==> src/rtl/seg7_frame_decoder.sv <==
// Rebuilds a binary value from a frame of active-low gfedcba 7-segment digit codes, MSD first.
// Valid/ready on both sides; the result is held until the consumer accepts it.
module seg7_frame_decoder #(
  parameter int unsigned OUT_W      = 8,
  parameter int unsigned MAX_DIGITS = 3
) (
  input  logic             clk,
  input  logic             rst_n,
  input  logic [6:0]       seg_in,
  input  logic             seg_valid,
  input  logic             seg_last,
  output logic             seg_ready,
  output logic [OUT_W-1:0] bin_out,
  output logic             bin_valid,
  input  logic             bin_ready,
  output logic             err
);

  localparam int unsigned CntW = $clog2(MAX_DIGITS + 2);
  localparam int unsigned AccW = OUT_W + 4;

  typedef enum logic {StAcc, StOut} state_e;

  state_e           state_q, state_d;
  logic [OUT_W-1:0] acc_q, acc_d;
  logic [CntW-1:0]  count_q, count_d;
  logic             seen_q, seen_d;
  logic             err_q, err_d;

  logic             code_legal;
  logic             code_blank;
  logic [3:0]       code_val;
  logic [AccW-1:0]  acc_wide;
  logic [AccW-1:0]  acc_ext;
  logic             acc_ovf;
  logic             over_limit;
  logic             beat;

  always_comb begin
    code_legal = 1'b1;
    code_blank = 1'b0;
    code_val   = 4'd0;
    case (seg_in)
      7'b1000000: code_val = 4'd0;
      7'b1111001: code_val = 4'd1;
      7'b0100100: code_val = 4'd2;
      7'b0110000: code_val = 4'd3;
      7'b0011001: code_val = 4'd4;
      7'b0010010: code_val = 4'd5;
      7'b0000010: code_val = 4'd6;
      7'b1111000: code_val = 4'd7;
      7'b0000000: code_val = 4'd8;
      7'b0010000: code_val = 4'd9;
      7'b1111111: code_blank = 1'b1;
      default:    code_legal = 1'b0;
    endcase
  end

  // acc*10 + d, widened so the overflow bits are visible
  assign acc_wide   = {4'b0000, acc_q};
  assign acc_ext    = (acc_wide << 3) + (acc_wide << 1) + {{OUT_W{1'b0}}, code_val};
  assign acc_ovf    = |acc_ext[AccW-1:OUT_W];
  assign over_limit = (count_q >= CntW'(MAX_DIGITS));
  assign beat       = seg_valid && (state_q == StAcc);

  always_comb begin
    state_d = state_q;
    acc_d   = acc_q;
    count_d = count_q;
    seen_d  = seen_q;
    err_d   = err_q;
    case (state_q)
      StAcc: begin
        if (beat) begin
          if (!over_limit) begin
            count_d = count_q + CntW'(1);
          end
          if (over_limit || !code_legal) begin
            err_d = 1'b1;
          end else if (code_blank) begin
            // a blank is only a leading zero until the first real digit
            if (seen_q) begin
              err_d = 1'b1;
            end
          end else begin
            seen_d = 1'b1;
            if (acc_ovf) begin
              err_d = 1'b1;
            end else begin
              acc_d = acc_ext[OUT_W-1:0];
            end
          end
          if (seg_last) begin
            state_d = StOut;
          end
        end
      end
      StOut: begin
        if (bin_ready) begin
          state_d = StAcc;
          acc_d   = '0;
          count_d = '0;
          seen_d  = 1'b0;
          err_d   = 1'b0;
        end
      end
      default: state_d = StAcc;
    endcase
  end

  always_ff @(posedge clk) begin
    if (!rst_n) begin
      state_q <= StAcc;
      acc_q   <= '0;
      count_q <= '0;
      seen_q  <= 1'b0;
      err_q   <= 1'b0;
    end else begin
      state_q <= state_d;
      acc_q   <= acc_d;
      count_q <= count_d;
      seen_q  <= seen_d;
      err_q   <= err_d;
    end
  end

  always_comb begin
    seg_ready = (state_q == StAcc);
    bin_valid = (state_q == StOut);
    err       = bin_valid && err_q;
    bin_out   = '0;
    if (bin_valid) begin
      bin_out = err_q ? {OUT_W{1'b1}} : acc_q;
    end
  end

endmodule

==> config.mk <==
export PLATFORM = sky130hd
export DESIGN_NAME = seg7_frame_decoder
export DESIGN_NICKNAME = d
export VERILOG_FILES = /design/src/rtl/seg7_frame_decoder.sv
export SDC_FILE = /design/constraint.sdc
export NUM_CORES = 1
export LEC_CHECK = 0
export CAP_MARGIN = 20
export CORE_MARGIN = 1.5
export CORE_UTILIZATION = 42
export CTS_BUF_LIST = sky130_fd_sc_hd__clkbuf_4
export DETAILED_ROUTE_END_ITERATION = 7
export PLACE_DENSITY = 0.69
export SLEW_MARGIN = 5
export SYNTH_ARGS = -nofsm -noshare
export SYNTH_HDL_FRONTEND = slang
export SYNTH_SLANG_ARGS = --single-unit
==> constraint.sdc <==
create_clock -name clk -period 4.8 [get_ports clk]
set_input_delay 0.48 -clock clk [delete_from_list [all_inputs] [get_ports clk]]
set_output_delay 0.48 -clock clk [all_outputs]
set_load 0.01 [all_outputs]
==> summary.md, run 1 <==
| Metric | Value |
|---|---|
| Final Skew | `0.0116 ns` |
| Setup ws final | `0.745 ns` |
| Initial Util | `45.5%` |
| Post-DRT Antenna Nets | `0` |
| Clock latency at the later pin of the worst-skew pair | `0.29 ns` |
| Worst slack, placed | `0.463 ns` |
| Synth cell count leaders | `nor2_1, nand2_1, ha_1, dfxtp_1, a21oi_1` |
| Share of layout cells above drive strength 1 | `slightly below 4%` |
| Clk slew on worst S/H paths | `0.10 ns` |
| GP Congestion | `0.905` |
| Final setup viols | `0` |
| H-tree levels | `1` |
| # IOs | `23` |
| Full die area | `around 0.0037 mm2` |
| Residual DRC | `0` |
| Crit path kind | `in2reg` |
| Drt wl/cell | `14.0 um` |
| Register Area | `between 200 and 300 um2` |
| Total CTS buffers | `3` |
| Req. time, crit path | `4.99 ns` |
| M1 GR Usage | `between 20% and 30%` |
| Status | `finished, final reports clean` |
| Max_slew headroom | `59.2%` |
| Register area share after synthesis | `19.7%` |
| Clk network pwr share | `28.7%` |
| Post-layout util | `between 50% and 60%` |
| Die X | `between 60 and 70 um` |
| Seq pwr share | `between 40% and 50%` |
| First-pass GRT wire length | `5660 um` |
| Synth unique cells | `48` |
| Cell Int Power | `around 180 uW` |
| Vias in the first global route | `1309` |
| CTS Root Cell | `clkbuf_4` |
| Compound-Gate Fraction of Synth Area | `20.1%` |
| CP most frequent cell | `fa_1` |
| Hold Vio Cnt, Final | `0` |
| Max-slew violations | `0` |
| RSZ-0062 raised after global routing | `no` |
| Total power | `252 uW` |
| CP bufs+invs | `2` |
| Hold path cells | `1` |
| Largest family of logic cells by synthesized area | `simple AND/OR/NAND/NOR gates` |
| # hold bufs at CTS | `0` |
| Most common cell in the netlist | `nor2_1` |
| Adder-Cell Fraction of Synth Area | `17.8%` |
| Synth Cell Area | `0.00142 mm2` |
| CP Launch Type | `input port` |
| Met2 Resource Use GR | `a little under two fifths` |
| Synth async-reset ratio | `0%` |
| Mapped Nets | `216` |
| Syn. warnings | `0` |
| TritonCTS clock tree | `done` |
| R2R depth | `9` |
| CP max stage delay | `0.54 ns` |
| Vias/cell | `5.72` |
| Ant. Diodes | `0` |
| CP delay by family, top | `simple AND/OR/NAND/NOR gates` |
| Ranking of synthesized cells by area | `dfxtp_1, ha_1, nor2_1` |
| Busiest layer in global routing | `met2` |
| Reg2reg setup slack | `1.70 ns` |
| Comb pwr share | `22.0%` |
| Synth Area in Simple Gates | `30.4%` |
| P_sw | `approximately 75 uW` |
| GR Util All Layers | `20.2%` |
| Post_cts resized | `0` |
| Placed cells | `243` |
| Worst r2r src | `acc_q[2]$_SDFFE_PN0P_` |
| Xor-xnor portion of the synthesized cell area | `1.85%` |
| Cell Pwr Density | `about 150 mW/mm2` |
| Clock Tree Buf Depth | `2` |
| Synth area leader | `dfxtp_1` |
| Crit-path slowest cell | `clkdlybuf4s50_1` |
| Final Non-Filler Cells | `247` |
| Multi-input logic area | `0.00107 mm2` |
| Routed WL | `3460 um` |
| R2r endpoint | `acc_q[4]$_SDFFE_PN0P_` |
| Filler cells | `about 310` |
| Total number of vias | `1414` |
| Seq cells post-synth | `14` |
| DR iter-0 viols | `67` |
| CORE AREA | `0.00313 mm2` |
| Setup_tns | `0 ns` |
| Area delta synth->final | `18.1%` |
| Slew @ Worst Pin | `roughly 0.6 ns` |
| Hold_sp | `seen_q$_SDFFE_PN0P_` |
| Hold/Removal Path Class | `reg2reg` |
| Mapped Cells | `about 190` |
| HPWL after detailed placement | `2740 um` |
| CP arrival | `4.24 ns` |
| CP endpoint kind | `flop` |
| Synth Area per Inst | `7.70 um2` |
| Period utilization | `84.5%` |
| Clock Sinks | `14` |
| Switch share | `29.9%` |
| M3 GR Usage | `about 4.4%` |
| Leak pwr | `0.747 nW` |
| Most used DFF post-synth | `dfxtp_1` |
| Post-synth EDFFs | `0` |
| IO buf count | `22` |
| CP cell instances | `clkdlybuf4s50_1, nor4_2, nor3b_1, fa_1, fa_1, a211o_1, nand2_1, o221ai_1, a221oi_2, nand4b_1, buf_4, mux2i_1` |
| Postcts setup bufs | `0` |
| Hold Path End | `seen_q$_SDFFE_PN0P_` |
| Row count | `20` |
| Fmax | `0.247 GHz` |
| Die Ht | `61.2 um` |
| Maxcap violations | `0` |
| Peak supply drop | `0.0000915 V` |
| Drt pass-1 iters | `4` |
| Yosys top cell area share | `between 10% and 20%` |
| Max FO, Critical Path | `8` |
| Fin nets | `235` |
| Tmin final | `4.06 ns` |
| Initial antenna violation count | `0` |
| Pin count of the biggest net entering global routing | `13` |
| Mux cell area share after synthesis | `under 10%` |
| Grt ovf | `0` |
-- flip-flops by register name, summed over array words and instances (netlist names) --
signal     flops
bin_valid      1
acc_q          8
count_q        3
seen_q         1
err_q          1
-- area by class of cell --
| class | count | share of cell area (%) |
|---|---|---|
| clock buffers | 3 | 1.34 |
| clock inverters | 1 | 0.223 |
| inverters | 5 | 1.12 |
| multi-input cells | 157 | 63.8 |
| flip-flops and latches | 14 | 16.7 |
| well taps | 44 | 3.27 |
| repair buffers | 23 | 13.5 |
-- stage by stage --
stage / instance area, um2 / hold WS [ns]
after floorplan: 1420 / 0.442
after global placement: 1660 / 0.449
after detailed placement: 1660 / 0.458
after CTS: 1680 / 0.481
after global routing: 1680 / 0.506
final: 1680 / 0.480
-- power groups by stage --
stage	clock (mW)	combinational [mW]	sequential (mW)
floorplan	0	0.0358	0.124
global placement	0	0.0535	0.127
detailed placement	0	0.0554	0.127
CTS	0.0744	0.0558	0.124
global route	0.0803	0.0622	0.125
finish	0.0722	0.0554	0.124
-- layer usage --
layer,part of all wire (%),vias to the layer above,routed length [um]
met5,0,-,0
met3,5.5,2,192
li1,-,706,-
met2,50,42,1720
met4,0.17,0,6
met1,45,664,1540
-- kinds of logic (layout without fill, tap and decap cells) --
| group | after synthesis | in the layout |
|---|---|---|
| AOI/OAI and AO/OA | 41 | 41 |
| xor gates and xnor gates | 3 | 3 |
| adders and majority gates | 19 | 19 |
| buffers and inverters | 14 | 32 |
| DFF | 14 | 14 |
| muxes | 7 | 7 |
| and+or+nand+nor | 87 | 87 |
-- worst max path at each step --
| stage | start | end | slack, ns | cells after the start |
|---|---|---|---|---|
| after global routing | seg_in[6] | acc_q[4]$_SDFFE_PN0P_ | 0.49 | 17 |
| after detailed placement | seg_in[0] | acc_q[5]$_SDFFE_PN0P_ | 0.46 | 12 |
| after CTS | seg_in[0] | acc_q[5]$_SDFFE_PN0P_ | 0.77 | 12 |
| after global placement | seg_in[3] | acc_q[1]$_SDFFE_PN0P_ | 0.55 | 12 |
| final | seg_in[0] | acc_q[4]$_SDFFE_PN0P_ | 0.74 | 12 |
| after floorplan | seg_in[5] | acc_q[0]$_SDFFE_PN0P_ | 1.13 | 12 |
-- cells in the final DEF, fill, tap and decap left out, types with 3 or more instances in the layout --
master           synthesis  routed
and2_1                   6       6
nor3_1                   4       4
nand4b_1                 3       3
inv_1                    4       4
nand3_1                  9       9
and3_1                   3       3
dfxtp_1                 14      14
clkbuf_4                 0       3
ha_1                    17      17
nor2_1                  28      28
nor2b_1                  3       3
nor3b_1                  3       3
o21ai_0                  6       6
nand2_1                 19      19
a21oi_1                 12      12
clkdlybuf4s50_1          0      22
mux2i_1                  6       6
Note: power is estimated with default switching activity, not from simulation.
==> run 2: changes to the inputs <==
- clock period: 4.8 -> 4.25 ns (I/O delays scaled with it)
==> summary.md, run 2 (same netlist as run 1, synthesis figures left out) <==
| Metric | Value |
|---|---|
| HPWL after detailed placement | `2730 um (was 2740 um)` |
| # hold bufs at CTS | `0 (unchanged)` |
| Area delta synth->final | `19.2% (was 18.1%)` |
| Hold/Removal Path Class | `reg2reg (unchanged)` |
| Clock Tree Buf Depth | `2 (unchanged)` |
| R2R depth | `9 (unchanged)` |
| Final Skew | `0.00307 ns (was 0.0116 ns)` |
| Worst slack, placed | `0.0658 ns (was 0.463 ns)` |
| Post_cts resized | `0 (unchanged)` |
| Clock Sinks | `14 (unchanged)` |
| Fin nets | `237 (was 235)` |
| Setup_tns | `0 ns (unchanged)` |
| Post-layout util | `54.2% (was 53.8%)` |
| Vias in the first global route | `1337 (was 1309)` |
| Slew @ Worst Pin | `0.594 ns (was 0.610 ns)` |
| Hold Vio Cnt, Final | `0 (unchanged)` |
| Total power | `287 uW (was 252 uW)` |
| Grt ovf | `0 (unchanged)` |
| Max reg flops | `8 (unchanged)` |
| Drt pass-1 iters | `5 (was 4)` |
| DR iter-0 viols | `44 (was 67)` |
| CTS Root Cell | `clkbuf_4 (unchanged)` |
| DR top layer | `met4 (unchanged)` |
| Vias/cell | `5.78 (was 5.72)` |
| Post-DRT Antenna Nets | `0 (unchanged)` |
| GR Util All Layers | `21.0% (was 20.2%)` |
| Cell Pwr Density | `169 mW/mm2 (was 150 mW/mm2)` |
| CP bufs+invs | `2 (unchanged)` |
| Status | `finished, final reports clean (unchanged)` |
| Met3 wire length | `189 um (was 192 um)` |
| CP cell instances | `clkdlybuf4s50_1, nor4_2, nor3b_1, fa_1, fa_1, a211o_1, a2111o_1, o311ai_1, a221oi_2, nand4b_1, buf_4, mux2i_1 (was clkdlybuf4s50_1, nor4_2, nor3b_1, fa_1, fa_1, a211o_1, nand2_1, o221ai_1, a221oi_2, nand4b_1, buf_4, mux2i_1)` |
| CP max stage delay | `0.58 ns (was 0.54 ns)` |
| Most common cell after layout, fill and taps aside | `nor2_1 (unchanged)` |
| Wl on met1 | `1670 um (was 1540 um)` |
| CORE AREA | `0.00313 mm2 (unchanged)` |
| Hold Path End | `seen_q$_SDFFE_PN0P_ (unchanged)` |
| Postcts setup bufs | `0 (unchanged)` |
| Row count | `20 (unchanged)` |
| CP delay by family, top | `adder cells (was simple AND/OR/NAND/NOR gates)` |
| Hold_sp | `seen_q$_SDFFE_PN0P_ (unchanged)` |
| Hold path cells | `1 (unchanged)` |
| Initial Util | `45.5% (unchanged)` |
| TritonCTS clock tree | `done (unchanged)` |
| Clock latency at the later pin of the worst-skew pair | `0.29 ns (about the same)` |
| Crit path kind | `in2reg (unchanged)` |
| Max-slew violations | `0 (unchanged)` |
| Req. time, crit path | `4.47 ns (was 4.99 ns)` |
| # IOs | `23 (unchanged)` |
| Full die area | `0.00375 mm2 (unchanged)` |
| GP Congestion | `0.908 (was 0.905)` |
| WP depth | `12 (unchanged)` |
| Clk slew on worst S/H paths | `0.09 ns (was 0.10 ns)` |
| Routed met2 length | `1590 um (was 1720 um)` |
| Die X | `61.2 um (unchanged)` |
| Largest registers | `acc_q: 8 flops, count_q: 3 flops (unchanged)` |
| H-tree levels | `1 (unchanged)` |
| Total number of vias | `1438 (was 1414)` |
| WHS | `0.491 ns (was 0.480 ns)` |
| Max_slew headroom | `60.3% (was 59.2%)` |
| Residual DRC | `0 (unchanged)` |
| Worst r2r src | `acc_q[0]$_SDFFE_PN0P_ (was acc_q[2]$_SDFFE_PN0P_)` |
| Ant. Diodes | `0 (unchanged)` |
| Initial antenna violation count | `0 (unchanged)` |
| Routed WL | `3550 um (was 3460 um)` |
| First-pass GRT wire length | `5860 um (was 5660 um)` |
| Most frequent cells in the layout | `nor2_1, clkdlybuf4s50_1, nand2_1 (unchanged)` |
| RSZ-0062 raised after global routing | `no (unchanged)` |
| CP most frequent cell | `fa_1 (unchanged)` |
| Pin count of the biggest net entering global routing | `13 (unchanged)` |
| Reg2reg setup slack | `1.27 ns (was 1.70 ns)` |
| Peak supply drop | `0.000114 V (was 0.0000915 V)` |
| CP endpoint kind | `flop (unchanged)` |
| Total CTS buffers | `3 (unchanged)` |
| Final setup viols | `0 (unchanged)` |
| Max FO, Critical Path | `9 (was 8)` |
| Fmax | `between 0.2 and 0.3 GHz` |
| R2r endpoint | `acc_q[5]$_SDFFE_PN0P_ (was acc_q[4]$_SDFFE_PN0P_)` |
| CP Launch Type | `input port (unchanged)` |
| Share of layout cells above drive strength 1 | `4.88% (was 3.94%)` |
| Period utilization | `91.7%` |
| Most flop-heavy register | `acc_q (unchanged)` |
| Crit-path slowest cell | `clkdlybuf4s50_1 (unchanged)` |
| Maxcap violations | `0 (unchanged)` |
| Leak pwr | `0.757 nW (was 0.747 nW)` |
| Setup ws final | `0.351 ns (was 0.745 ns)` |
| CP arrival | `4.12 ns (was 4.24 ns)` |
| Drt wl/cell | `14.3 um (was 14.0 um)` |
| Die Ht | `61.2 um (unchanged)` |
| IO buf count | `22 (unchanged)` |
| Tmin final | `slightly below 4 ns` |
## run 2: how the worst max path moves through the flow
stage	startpoint	end	slack (ns)
detailed placement	seg_in[5]	acc_q[5]$_SDFFE_PN0P_	0.07
global placement	seg_in[5]	acc_q[5]$_SDFFE_PN0P_	0.17
CTS	seg_in[5]	acc_q[5]$_SDFFE_PN0P_	0.35
finish	seg_in[5]	acc_q[5]$_SDFFE_PN0P_	0.35
global route	seg_in[5]	acc_q[5]$_SDFFE_PN0P_	0.17
floorplan	seg_in[5]	acc_q[0]$_SDFFE_PN0P_	0.63
## run 2: metrics by stage
stage | std cells | instance area (um2)
3_3_place_gp | 245 | 1670
6_report | 249 | 1700
3_5_place_dp | 245 | 1670
5_1_grt | 249 | 1700
2_1_floorplan | 185 | 1420
4_1_cts | 249 | 1700
## run 2: layout make-up
cell class	instances	area (um2)
Clock buffer	3	22.5
Clock inverter	1	3.75
Fill cell	311	1430
Inverter	5	18.8
Multi-Input combinational cell	157	1070
Sequential cell	14	280
Tap cell	44	55.1
Timing Repair Buffer	25	243
## run 2: metal layers
| layer | up-vias | track usage [%] |
|---|---|---|
| li1 | 705 | - |
| met1 | 675 | 27.6 |
| met2 | 47 | 33.9 |
| met3 | 11 | 3.99 |
| met4 | 0 | 8.39 |
| met5 | - | 0 |
## run 2: power breakdown
part / switching (mW) / internal [mW] / leakage [nW]
registers: 0.00580 / 0.135 / 0.114
clock network: 0.0475 / 0.0342 / 0.0154
logic: 0.0326 / 0.0319 / 0.628
total: 0.0859 / 0.201 / 0.757
